File: src/rtl/mux_l2_pkg.sv
// mux_l2_pkg
// Shared definitions for the layer-2 2:1 byte multiplexer path.
// Contents:
//   DEFAULT_DATA_W     - default word width of each lane
//   DEFAULT_FIFO_DEPTH - default entries per lane FIFO (power of two, >= 2)
//   lane_e             - lane identifiers LANE0 / LANE1
//   arb_state_e        - arbiter states LAST0 / LAST1 (lane granted most recently)
package mux_l2_pkg;

  localparam int DEFAULT_DATA_W     = 8;
  localparam int DEFAULT_FIFO_DEPTH = 4;

  typedef enum logic {
    LANE0 = 1'b0,
    LANE1 = 1'b1
  } lane_e;

  typedef enum logic {
    LAST0 = 1'b0,
    LAST1 = 1'b1
  } arb_state_e;

endpackage

File: src/rtl/fifo_sync_l2.sv
// fifo_sync_l2
// Single-clock FIFO used as the per-lane buffer of the layer-2 multiplexer.
// The head word is presented combinationally on dout, so a pop consumes the
// word that is visible in the cycle before the edge.
// Ports:
//   clk     - clock, all updates on the rising edge
//   reset_L - asynchronous active-low reset, empties the FIFO
//   push    - write din on this edge (caller only pushes when not full or popping)
//   pop     - drop the head word on this edge (caller only pops when not empty)
//   din     - word to write
//   dout    - current head word
//   count   - number of stored words, 0..DEPTH
//   full    - count == DEPTH
//   empty   - count == 0
module fifo_sync_l2 #(
  parameter int DATA_W = 8,
  parameter int DEPTH  = 4
) (
  input  logic                     clk,
  input  logic                     reset_L,
  input  logic                     push,
  input  logic                     pop,
  input  logic [DATA_W-1:0]        din,
  output logic [DATA_W-1:0]        dout,
  output logic [$clog2(DEPTH):0]   count,
  output logic                     full,
  output logic                     empty
);

  localparam int AW = $clog2(DEPTH);
  localparam logic [AW:0] FULL_CNT = DEPTH[AW:0];

  logic [DATA_W-1:0] mem [DEPTH];
  logic [AW-1:0]     wr_ptr;
  logic [AW-1:0]     rd_ptr;

  // Pointers wrap naturally because DEPTH is a power of two. A simultaneous
  // push and pop leaves the count unchanged, which is also how a full FIFO
  // accepts a new word on the edge its head leaves.
  always_ff @(posedge clk or negedge reset_L) begin
    if (!reset_L) begin
      wr_ptr <= '0;
      rd_ptr <= '0;
      count  <= '0;
    end else begin
      if (push) wr_ptr <= wr_ptr + 1'b1;
      if (pop)  rd_ptr <= rd_ptr + 1'b1;
      case ({push, pop})
        2'b10:   count <= count + 1'b1;
        2'b01:   count <= count - 1'b1;
        default: count <= count;
      endcase
    end
  end

  // Storage needs no reset: a word is only ever read after it was written.
  // When full and popping, the write slot equals the read slot, but the old
  // head has already been read out combinationally before the edge.
  always_ff @(posedge clk) begin
    if (push) mem[wr_ptr] <= din;
  end

  assign dout  = mem[rd_ptr];
  assign full  = (count == FULL_CNT);
  assign empty = (count == '0);

endmodule

File: src/rtl/arb_rr_mux_l2.sv
// arb_rr_mux_l2
// Two-lane round-robin arbiter and sequencer for the layer-2 2:1 byte
// multiplexer. Each lane is buffered in its own FIFO; every cycle with
// ready_out high one non-empty lane is granted and its head word is
// registered onto dataout_muxL2. When both lanes request, the lane not
// granted last time wins, so contended lanes strictly alternate.
// Ports:
//   clk, reset_L                  - clock, asynchronous active-low reset
//   valid0, data_in0_muxL2        - lane 0 input word and qualifier
//   valid1, data_in1_muxL2        - lane 1 input word and qualifier
//   ready_out                     - downstream accepts a word this cycle
//   full0, full1                  - lane FIFO holds FIFO_DEPTH words
//   ovf0, ovf1                    - sticky: a word was dropped on that lane
//   selectorL2                    - lane that sourced dataout_muxL2
//   validout                      - dataout_muxL2 carries a new word
//   dataout_muxL2                 - arbitrated word
module arb_rr_mux_l2
  import mux_l2_pkg::*;
#(
  parameter int DATA_W     = DEFAULT_DATA_W,
  parameter int FIFO_DEPTH = DEFAULT_FIFO_DEPTH
) (
  input  logic              clk,
  input  logic              reset_L,
  input  logic              valid0,
  input  logic [DATA_W-1:0] data_in0_muxL2,
  input  logic              valid1,
  input  logic [DATA_W-1:0] data_in1_muxL2,
  input  logic              ready_out,
  output logic              full0,
  output logic              full1,
  output logic              ovf0,
  output logic              ovf1,
  output logic              selectorL2,
  output logic              validout,
  output logic [DATA_W-1:0] dataout_muxL2
);

  localparam int CW = $clog2(FIFO_DEPTH) + 1;
  localparam logic [CW-1:0] FULL_CNT = FIFO_DEPTH[CW-1:0];

  logic [DATA_W-1:0] head0, head1;
  logic [CW-1:0]     count0, count1;
  logic              fifo_full0, fifo_full1;
  logic              empty0, empty1;
  logic              push0, push1;
  logic              pop0, pop1;

  arb_state_e state, state_next;
  logic       grant_valid;
  lane_e      grant_lane;

  fifo_sync_l2 #(.DATA_W(DATA_W), .DEPTH(FIFO_DEPTH)) u_fifo0 (
    .clk    (clk),
    .reset_L(reset_L),
    .push   (push0),
    .pop    (pop0),
    .din    (data_in0_muxL2),
    .dout   (head0),
    .count  (count0),
    .full   (fifo_full0),
    .empty  (empty0)
  );

  fifo_sync_l2 #(.DATA_W(DATA_W), .DEPTH(FIFO_DEPTH)) u_fifo1 (
    .clk    (clk),
    .reset_L(reset_L),
    .push   (push1),
    .pop    (pop1),
    .din    (data_in1_muxL2),
    .dout   (head1),
    .count  (count1),
    .full   (fifo_full1),
    .empty  (empty1)
  );

  // Arbiter state register; LAST1 out of reset so lane 0 wins the first
  // contested grant.
  always_ff @(posedge clk or negedge reset_L) begin
    if (!reset_L) state <= LAST1;
    else          state <= state_next;
  end

  // Grant decision. Requests come only from words already stored, so a word
  // arriving this cycle cannot be granted before the next edge.
  always_comb begin
    grant_valid = 1'b0;
    grant_lane  = LANE0;
    state_next  = state;
    if (ready_out) begin
      if (!empty0 && !empty1) begin
        grant_valid = 1'b1;
        grant_lane  = (state == LAST0) ? LANE1 : LANE0;
      end else if (!empty0) begin
        grant_valid = 1'b1;
        grant_lane  = LANE0;
      end else if (!empty1) begin
        grant_valid = 1'b1;
        grant_lane  = LANE1;
      end
    end
    if (grant_valid) state_next = (grant_lane == LANE1) ? LAST1 : LAST0;
  end

  // A full lane still accepts a word on the edge its head is popped.
  assign pop0  = grant_valid && (grant_lane == LANE0);
  assign pop1  = grant_valid && (grant_lane == LANE1);
  assign push0 = valid0 && (!fifo_full0 || pop0);
  assign push1 = valid1 && (!fifo_full1 || pop1);

  assign full0 = (count0 == FULL_CNT);
  assign full1 = (count1 == FULL_CNT);

  // Output registers: data and selector hold their last value when nothing
  // is granted, only validout drops.
  always_ff @(posedge clk or negedge reset_L) begin
    if (!reset_L) begin
      validout      <= 1'b0;
      selectorL2    <= 1'b0;
      dataout_muxL2 <= '0;
    end else begin
      validout <= grant_valid;
      if (grant_valid) begin
        selectorL2    <= grant_lane;
        dataout_muxL2 <= (grant_lane == LANE1) ? head1 : head0;
      end
    end
  end

  // Overflow flags are sticky until reset.
  always_ff @(posedge clk or negedge reset_L) begin
    if (!reset_L) begin
      ovf0 <= 1'b0;
      ovf1 <= 1'b0;
    end else begin
      if (valid0 && !push0) ovf0 <= 1'b1;
      if (valid1 && !push1) ovf1 <= 1'b1;
    end
  end

endmodule

File: config.mk
export PLATFORM = sky130hd
export DESIGN_NAME = arb_rr_mux_l2
export DESIGN_NICKNAME = d
export VERILOG_FILES = /design/src/rtl/mux_l2_pkg.sv /design/src/rtl/fifo_sync_l2.sv /design/src/rtl/arb_rr_mux_l2.sv
export SDC_FILE = /design/constraint.sdc
export NUM_CORES = 1
export LEC_CHECK = 0
export BUFFER_PORTS_ARGS = -buffer_cell sky130_fd_sc_hd__buf_2
export CELL_PAD_IN_SITES_DETAIL_PLACEMENT = 0
export CELL_PAD_IN_SITES_GLOBAL_PLACEMENT = 1
export CORE_ASPECT_RATIO = 1.4
export CORE_UTILIZATION = 50
export DETAILED_ROUTE_END_ITERATION = 10
export GPL_ROUTABILITY_DRIVEN = 0
export PLACE_DENSITY = 0.79
export SLEW_MARGIN = 20
export SYNTH_ARGS = -nofsm -noshare
export SYNTH_HDL_FRONTEND = slang
export SYNTH_HIERARCHICAL = 1
export SYNTH_SLANG_ARGS = --single-unit
File: constraint.sdc
create_clock -name clk -period 3.5 [get_ports clk]
set_input_delay 0.7 -clock clk [delete_from_list [all_inputs] [get_ports clk]]
set_output_delay 0.7 -clock clk [all_outputs]
set_load 0.02 [all_outputs]
Word-level counts from Yosys, hierarchy flattened

Memory sizes are Yosys's and may differ from the RTL's.
Cells that the tools add are included.

Flip-flop bits (word level): 27
Memory bits (writable): 64
Input bits: 21
Output and inout port bits: 14
Logic and storage cells: 64
Memories kept: 2

Memory list:

| memory      | words | bits a word | rd ports | clocked after Yosys merged registers in | wr ports | line               | text |
|---|---|---|---|---|---|---|---|
| u_fifo0.mem | 4     | 8           | 1        | 0                                       | 1        | fifo_sync_l2.sv:33 | `logic [DATA_W-1:0] mem [DEPTH];` |
| u_fifo1.mem | 4     | 8           | 1        | 0                                       | 1        | fifo_sync_l2.sv:33 |  |

Add/sub/neg operators: 8
Equality and inequality tests: 6
Mux-type cells: 16
Bitwise logic cells: 1
Reduce and logical (&&, ||, !) cells: 19

Operator list:

| operator                                                           | number |
|---|---|
| 1-bit 2-to-1 mux                                                   | 13 |
| 3-bit case mux with 2 select lines                                 | 2 |
| 2-bit by 1-bit adder with 2-bit output, second input constant      | 4 |
| 8-bit 2-to-1 mux                                                   | 1 |
| 1-bit logical AND                                                  | 7 |
| 3-bit by 1-bit adder with 3-bit output, second input constant      | 2 |
| 3-bit == test, second input constant                               | 2 |
| 1-bit logical NOT                                                  | 6 |
| 3-bit logical NOT                                                  | 2 |
| 3-bit by 1-bit subtractor with 3-bit output, second input constant | 2 |
| 2-bit by 1-bit == test with 1-bit output, second input constant    | 2 |
| 2-bit == test, second input constant                               | 2 |
| 2-bit nonzero test                                                 | 2 |
| 1-bit logical OR                                                   | 2 |
| 1-bit NOT                                                          | 1 |

Longest topological paths before layout

Gate-level depths: netlist (run 1).

Word-level depth: 11
Mapped depth: 12
Gate-level depth less buffers: 11

By module

The synthesis (run 1) kept the hierarchy.

By module, submodules not included:

| module        | instances | cells an instance | area each (µm²) | sequential area each (µm²) |
|---|---|---|---|---|
| fifo_sync_l2  | 2         | 78                | 1552.7          | 1136.1 |
| arb_rr_mux_l2 | 1         | 66                | 686.9           | 326.6 |

Least setup slack after synthesis (run 1)

Ideal clock, no wire load.

Kind: register to register
Start: reg u_fifo1.count[0]
End: reg u_fifo0.count[2]
Setup time: 0.125 ns
Arrival time: 2.460 ns
Data required time: 3.375 ns
Setup slack: 0.915 ns
Stages on the path, launching flop included: 11
Path buffers: 0
Period minus slack after synthesis: 2.585 ns
Path through: dfrtp_1 nor3_1 o211ai_1 a21boi_0 inv_1 ha_1 inv_1 fa_1 xor2_1 nor2_1 xor2_1

Word-level cells in the longest chain between the ends: 11
Elaborated cells between the ends (all ways): 18
Classes of those cells: eq/ne (2); mux (8); bitwise (1); reduce/logical (7)

Ends and longest elaborated chain:

| what                                                                      | line                                     | text |
|---|---|---|
| start, declared                                                           | fifo_sync_l2.sv:25                       | `output logic [$clog2(DEPTH):0] count,` |
| start signal, assigned                                                    | fifo_sync_l2.sv:49                       | `2'b10: count <= count + 1'b1;` |
| start signal, assigned                                                    | fifo_sync_l2.sv:50                       | `2'b01: count <= count - 1'b1;` |
| start signal, assigned                                                    | fifo_sync_l2.sv:51                       | `default: count <= count;` |
| 3-bit logical NOT (*)                                                     | fifo_sync_l2.sv:65                       | `assign empty = (count == '0);` |
| via empty1                                                                | arb_rr_mux_l2.sv:45                      | `logic empty0, empty1;` |
| 1-bit 2-to-1 mux or 1-bit logical NOT (tied branches)                     | -                                        |  |
| 1-bit 2-to-1 mux or 1-bit logical AND (tied branches)                     | arb_rr_mux_l2.sv:94, arb_rr_mux_l2.sv:91 |  |
| 1-bit 2-to-1 mux                                                          | arb_rr_mux_l2.sv:91                      | `if (!empty0 && !empty1) begin` |
| 1-bit 2-to-1 mux                                                          | arb_rr_mux_l2.sv:90                      | `if (ready_out) begin` |
| 1-bit NOT                                                                 | arb_rr_mux_l2.sv:106                     | `assign pop0 = grant_valid && (grant_lane == LANE0);` |
| 1-bit logical AND (*)                                                     | arb_rr_mux_l2.sv:106                     |  |
| 1-bit logical OR (*)                                                      | arb_rr_mux_l2.sv:108                     | `assign push0 = valid0 && (!fifo_full0 \|\| pop0);` |
| 1-bit logical AND (*)                                                     | arb_rr_mux_l2.sv:108                     |  |
| via push0                                                                 | arb_rr_mux_l2.sv:46                      | `logic push0, push1;` |
| 2-bit by 1-bit == test with 1-bit output or 2-bit == test (tied branches) | fifo_sync_l2.sv:48                       | `case ({push, pop})` |
| 3-bit case mux with 2 select lines or 2-bit nonzero test (tied branches)  | -                                        |  |
| end signal, assigned                                                      | fifo_sync_l2.sv:49                       |  |
| end signal, assigned                                                      | fifo_sync_l2.sv:50                       |  |
| end signal, assigned                                                      | fifo_sync_l2.sv:51                       |  |
| end, declared                                                             | fifo_sync_l2.sv:25                       |  |

The timed path passes the listed nets; every way through them passes the cells marked *.
A chain may end at the register's enable or synchronous reset.

Worst setup path in the final report (run 1)

Start: reg u_fifo0.count[0]
End: reg u_fifo1.count[2]

Word-level cells in the longest chain between the ends: 10
Elaborated cells between the ends (all ways): 16
Classes of those cells: eq/ne (2); mux (7); reduce/logical (7)

Ends and longest elaborated chain:

| what                                                                      | line                 | text |
|---|---|---|
| 3-bit logical NOT (*)                                                     | fifo_sync_l2.sv:65   |  |
| via empty0                                                                | arb_rr_mux_l2.sv:45  |  |
| 1-bit logical NOT                                                         | -                    |  |
| 1-bit logical AND                                                         | arb_rr_mux_l2.sv:91  |  |
| 1-bit 2-to-1 mux                                                          | arb_rr_mux_l2.sv:91  |  |
| 1-bit 2-to-1 mux                                                          | arb_rr_mux_l2.sv:90  |  |
| 1-bit logical AND (*)                                                     | arb_rr_mux_l2.sv:107 | `assign pop1 = grant_valid && (grant_lane == LANE1);` |
| 1-bit logical OR (*)                                                      | arb_rr_mux_l2.sv:109 | `assign push1 = valid1 && (!fifo_full1 \|\| pop1);` |
| 1-bit logical AND (*)                                                     | arb_rr_mux_l2.sv:109 |  |
| via push1                                                                 | arb_rr_mux_l2.sv:46  |  |
| 2-bit by 1-bit == test with 1-bit output or 2-bit == test (tied branches) | fifo_sync_l2.sv:48   |  |
| 3-bit case mux with 2 select lines or 2-bit nonzero test (tied branches)  | -                    |  |

Marked as above.

==> results of run 1 <==
==> per-layer routing <==
metal | track usage [%] | wire [microns] | vias up
met5 | 0 | 0 | -
met1 | 24.2 | 2700 | 949
met4 | 7.54 | 108 | 0
li1 | - | - | 920
met2 | 26.9 | 3030 | 52
met3 | 5.01 | 276 | 10
==> worst max-delay path by stage <==
stage	start	to	slack [ns]	cells after the start
after floorplan	u_fifo1/count[0]$_DFFE_PN0P_	u_fifo0/count[2]$_DFFE_PN0P_	0.92	10
after global placement	ready_out	u_fifo1/count[2]$_DFFE_PN0P_	0.88	12
after detailed placement	ready_out	u_fifo1/count[2]$_DFFE_PN0P_	0.79	12
after CTS	u_fifo0/count[0]$_DFFE_PN0P_	u_fifo1/count[2]$_DFFE_PN0P_	0.82	13
after global routing	u_fifo0/count[0]$_DFFE_PN0P_	u_fifo0/count[2]$_DFFE_PN0P_	0.59	13
final	u_fifo0/count[0]$_DFFE_PN0P_	u_fifo1/count[2]$_DFFE_PN0P_	0.83	13
==> cell type report <==
type	instances	area (sq um)	area share, %
Clock buffer	9	124	2.89
Clock inverter	7	101	2.37
Inverter	17	63.8	1.49
Multi-Input combinational cell	107	1070	25.0
Sequential cell	91	2600	60.7
Tap cell	97	121	2.84
Timing Repair Buffer	38	200	4.68
==> worst max-delay path: stages (launching register included) <==
cell and delay (ns):
dfrtp_1 0.41, nor3_1 0.08, buf_4 0.18, nor2b_1 0.37
or2_2 0.22, a21boi_0 0.09, buf_4 0.17, inv_1 0.05
ha_1 0.17, inv_1 0.06, fa_1 0.37, xor2_1 0.15
nor2_1 0.11, xor2_1 0.15
==> synth_stat cells, types with 3 or more instances <==
master	n	area share, %
a21boi_0	3	0.59
ha_1	10	3.3
buf_6	4	1.2
inv_1	16	1.6
nor2_1	9	0.89
mux4_2	16	9.5
dfrtp_1	26	17
o2111ai_1	8	1.8
and2_1	8	1.3
buf_2	3	0.40
a31oi_1	7	1.2
o21ai_0	10	1.3
xnor2_1	4	0.92
xor2_1	8	1.8
edfxtp_1	64	51
nand2_1	4	0.40
==> registers in the layout (all words and copies together), names as in the netlist <==
name            cells
selectorL2          1
ovf1                1
u_fifo0/mem        32
u_fifo0/count       3
u_fifo0/wr_ptr      2
ovf0                1
dataout_muxL2       8
u_fifo1/wr_ptr      2
u_fifo1/mem        32
u_fifo0/rd_ptr      2
validout            1
u_fifo1/count       3
state               1
u_fifo1/rd_ptr      2
==> cells by family (layout without fill, tap and decap cells) <==
family                     after synthesis  after routing
AOI/OAI and AO/OA                       34             34
xor gates and xnor gates                12             12
adders and majority gates               12             12
buffers and inverters                   24             71
DFF                                     91             91
muxes                                   18             18
and+or+nand+nor                         31             31
==> power by group <==
group	internal, mW	switching [mW]	total, mW
logic	0.525	0.615	1.14
clock network	0.406	0.370	0.776
registers	1.48	0.230	1.71
==> through the flow <==
stage | std cells | total power [mW] | utilization (%) | hold WS (ns) | cell area [sq um]
after global routing | 366 | 3.86 | 58.1 | 0.385 | 4280
after global placement | 350 | 2.87 | 55.1 | 0.462 | 4050
after detailed placement | 350 | 2.89 | 55.1 | 0.467 | 4050
final | 366 | 3.63 | 58.1 | 0.354 | 4280
after CTS | 366 | 3.67 | 58.1 | 0.359 | 4280
after floorplan | 222 | 2.57 | - | 0.404 | 3790
==> flow_metrics.env, run 1 <==
export IMPL_grt_max_degree=28
export IMPL_die_h_microns=105
export IMPL_synth_area_sq_um=3790
export IMPL_relSlewSlack_pct=57.2
export IMPL_fp_row_count=37
export IMPL_fmax_mhz=375
export IMPL_max_cap_violations=0
export IMPL_cts_tree="built"
export IMPL_grt_ovfl_total=0
export IMPL_nNetsFinal=297
export IMPL_n_antenna_cell=0
export IMPL_start_util_pct=51.5
export IMPL_power_density_nw_per_um2=848
export IMPL_synth_compound_area_share_pct=6.60
export IMPL_fin_tns_setup_ns=0
export IMPL_rsz0062_at_grt="no"
export IMPL_finClkSkew_ns=0.00848
export IMPL_setup_ws_ns=0.833
export IMPL_first_pass_iters=4
export IMPL_final_layout_size_suffix_gt1_share_pct=29.0
export IMPL_cp_arrival_ns=2.95
export IMPL_dieArea_sq_um=7940
export IMPL_synth_fa_ha_area_share_pct=4.35
export IMPL_endpoint_kind="register"
export IMPL_n_fill_cell=574
export IMPL_grt_pass1_wl_microns=9870
export IMPL_root_buffer="clkbuf_8"
export IMPL_r2r_end="u_fifo1/count[2]$_DFFE_PN0P_"
export IMPL_cts_resized=0
export IMPL_required_ns=3.79
export IMPL_setup_viol=0
export IMPL_drt_initial_drc_count=137
export IMPL_layout_cells_most_common_list="64 x edfxtp_1, 34 x buf_2, 26 x dfrtp_1"
export IMPL_yosysWarnings=6
export IMPL_synthCells=222
export IMPL_tightest_slew_ns=0.642
export IMPL_wl_per_cell_microns=16.7
export IMPL_gr_usage_all_layers_pct=17.9
export IMPL_ys_async_sr_fraction_pct=29.7
export IMPL_finalHoldViolCount=0
export IMPL_grt_pass1_vias=1899
export IMPL_layout_commonest_cell="edfxtp_1"
export IMPL_synth_mux_area_share_pct=10.0
export IMPL_path_max_fanout=11
export IMPL_dp_hpwl_microns=4190
export IMPL_clkTransAtPathRegs_ns=0.09
export IMPL_ant_nets=0
export IMPL_ir_drop_mv=0.350
export IMPL_synth_edf_count=64
export IMPL_antenna_found_initial=0
export IMPL_cp_start_kind="register"
export IMPL_status="finished clean"
export IMPL_port_buffers=34
export IMPL_cts_htree_levels=3
export IMPL_syn_to_final_growth_pct=12.8
export IMPL_via_per_inst=5.28
export IMPL_leakage_nw=1.61
export IMPL_drc=0
export IMPL_io_pin_count=35
export IMPL_cts_buffers=9
export IMPL_ys_types=32
export IMPL_vias=1931
export IMPL_path_class="register to register"
export IMPL_wl_microns=6120
export IMPL_period_minus_slack_ns=2.67
export IMPL_hold_path_class="primary input to async pin"
export IMPL_ctsHoldBuffers=0
export IMPL_r2r_start="u_fifo0/count[0]$_DFFE_PN0P_"
export IMPL_synth_yosys_seq_area_share_pct=68.5
export IMPL_synth_top_family_by_area="multiplexers"
export IMPL_fin_crit_sh_pct=76.2
export IMPL_die_w_microns=75.6
export IMPL_preCtsSetupSlack_ns=0.794
export IMPL_syn_nets=255
export IMPL_core_sq_um=7360
export IMPL_synthSimpleGateAreaFrac_pct=4.45
export IMPL_clockBufferDepth=2
export IMPL_finalMaxSlewViolations=0
export IMPL_dominantRegCellSynth="edfxtp_1"
export IMPL_regToRegSetupSlack_ns=0.83
export IMPL_cts_setup_buffers=0
export IMPL_ff2ff_path_depth=13
export IMPL_cts_sinks=91
export IMPL_ys_seq_elements=91
export IMPL_clock_latency_ns=0.36
export IMPL_synth_xor_area_share_pct=2.77
export IMPL_syn_mean_instance_area_sq_um=17.1
No activity file was read; power rests on OpenSTA's default activity.
==> run 2: changes to the inputs <==
Settings changed: CORE_UTILIZATION 50 to 45, PLACE_DENSITY 0.79 to 0.75.
Clock period 3.5 ns to 2.2 ns, I/O delays scaled along.
==> run 2 against run 1 <==
Against the previous run: maximum frequency grew 24%; worst setup slack lost 0.79 ns; flip-flop and latch count is the same; clock power grew 96%; critical path depth shrank 1; critical path type unchanged; largest cell class unchanged.
==> flow_metrics.env, run 2 (same netlist as run 1, synthesis figures left out) <==
export IMPL_status="finished clean"
export IMPL_rsz0062_at_grt="yes"
export IMPL_root_buffer="clkbuf_16"
export IMPL_grt_ovfl_total=0
export IMPL_fmax_mhz=464
export IMPL_first_pass_iters=4
export IMPL_clkTransAtPathRegs_ns=0.06
export IMPL_setup_viol=0
export IMPL_io_pin_count=35
export IMPL_start_util_pct=46.5
export IMPL_drc=0
export IMPL_cts_buffers=9
export IMPL_leakage_nw=1.74
export IMPL_grt_max_degree=28
export IMPL_fin_crit_sh_pct=97.9
export IMPL_syn_to_final_growth_pct=19.7
export IMPL_port_buffers=34
export IMPL_crit_slowest_cell="dfrtp_1"
export IMPL_wl_microns=6420
export IMPL_antenna_found_initial=0
export IMPL_setup_ws_ns=0.0456
export IMPL_layout_commonest_cell="edfxtp_1"
export IMPL_cts_sinks=91
export IMPL_fin_tns_setup_ns=0
export IMPL_nNetsFinal=316
export IMPL_layout_cells_most_common_list="64 x edfxtp_1, 34 x buf_2, 26 x dfrtp_1"
export IMPL_vias=2025
export IMPL_final_layout_size_suffix_gt1_share_pct=37.2
export IMPL_cts_tree="built"
export IMPL_dieArea_sq_um=8800
export IMPL_gr_usage_all_layers_pct=16.9
export IMPL_preCtsSetupSlack_ns=-0.0478
export IMPL_wl_per_cell_microns=16.5
export IMPL_ir_drop_mv=0.711
export IMPL_relSlewSlack_pct=56.4
export IMPL_reg_top3="u_fifo0/mem: 32 flops, u_fifo1/mem: 32 flops, dataout_muxL2: 8 flops"
export IMPL_via_per_inst=5.19
export IMPL_path_max_fanout=4
export IMPL_hold_path_class="primary input to async pin"
export IMPL_dpl_cell_count=371
export IMPL_cp_arrival_ns=2.42
export IMPL_finClkSkew_ns=0.00566
export IMPL_fp_row_count=39
export IMPL_ant_nets=0
export IMPL_path_class="register to register"
export IMPL_dp_hpwl_microns=4580
export IMPL_grt_pass1_vias=2115
export IMPL_clockBufferDepth=2
export IMPL_max_cap_violations=0
export IMPL_power_density_nw_per_um2=1390
export IMPL_cp_cell_sequence="nor3_2 > buf_4 > inv_2 > o211ai_1 > a21boi_2 > inv_1 > ha_2 > inv_2 > fa_2 > xor2_1 > nor2_1 > xor2_1"
export IMPL_tightest_slew_ns=0.655
export IMPL_endpoint_kind="register"
export IMPL_drt_initial_drc_count=72
export IMPL_finalHoldViolCount=0
export IMPL_die_h_microns=111
export IMPL_die_w_microns=79.6
export IMPL_core_sq_um=8150
export IMPL_period_minus_slack_ns=2.15
export IMPL_clock_latency_ns=0.34
export IMPL_n_antenna_cell=0
export IMPL_max_stage_delay_ns=0.39
export IMPL_grt_pass1_wl_microns=10600
export IMPL_final_cells=390
export IMPL_cts_htree_levels=3
export IMPL_finalMaxSlewViolations=0
export IMPL_cp_start_kind="register"
export IMPL_holdWs_ns=0.129
export IMPL_required_ns=2.46
-- run 2: metrics by stage --
step	cell area (sq um)	util, %	total power [mW]
after floorplan	3820	-	4.13
after global placement	4210	51.7	4.80
after detailed placement	4210	51.7	4.85
after CTS	4530	55.6	6.42
after global routing	4540	55.7	6.76
final	4540	55.7	6.33
-- run 2: final cells by class --
cell class	instances	area (sq um)
well taps	102	128
inverters	17	63.8
clock inverters	7	76.3
repair buffers	57	343
fillers	640	3610
clock buffers	9	225
flip-flops and latches	91	2600
multi-input cells	107	1110
-- run 2: timing repair --
action / CTS / global route
setup endpoints to repair: 2 / 2
hold buffers: 0 / 0
pin swaps: 6 / 5
setup buffers: 2 / 1
endpoints found under the hold margin: 0 / 0
resized for setup: 4 / 1
-- run 2: path summary, 6_finish.rpt --
| check | from | end | slack [ns] | depth (start not counted) |
|---|---|---|---|---|
| worst min register to register | ovf1$_DFFE_PN0P_ | ovf1$_DFFE_PN0P_ | 0.47 | 1 |
| worst min-delay path | reset_L | u_fifo1/count[1]$_DFFE_PN0P_ | 0.13 | 1 |
| worst max-delay path | u_fifo0/count[1]$_DFFE_PN0P_ | u_fifo0/count[2]$_DFFE_PN0P_ | 0.05 | 12 |
| min in group clk | data_in0_muxL2[2] | u_fifo0/mem[2][2]$_DFFE_PP_ | 0.32 | 1 |
| worst max register to register | u_fifo0/count[1]$_DFFE_PN0P_ | u_fifo0/count[2]$_DFFE_PN0P_ | 0.05 | 12 |
| max in group asynchronous | reset_L | validout$_DFF_PN0_ | 1.65 | 1 |
-- run 2: critical path: cells and delay by family (launching register included) --
kind	cells	cell delay, ns
flops	1	0.39
xor+xnor	2	0.28
buf+inv	4	0.29
simple gates	2	0.33
compound gates	2	0.31
fa+ha+maj	2	0.50
-- run 2: report_power, final --
group          internal, mW  switching (mW)
registers              2.36           0.278
logic                  1.04            1.13
clock network         0.887           0.633
total                  4.29            2.04
-- run 2: metal layers --
metal | wire, microns | vias up | GRT usage [%]
met1 | 2780 | 1005 | 21.1
li1 | - | 963 | -
met3 | 240 | 13 | 5.04
met5 | 0 | - | 0
met2 | 3200 | 44 | 26.1
met4 | 199 | 0 | 9.21
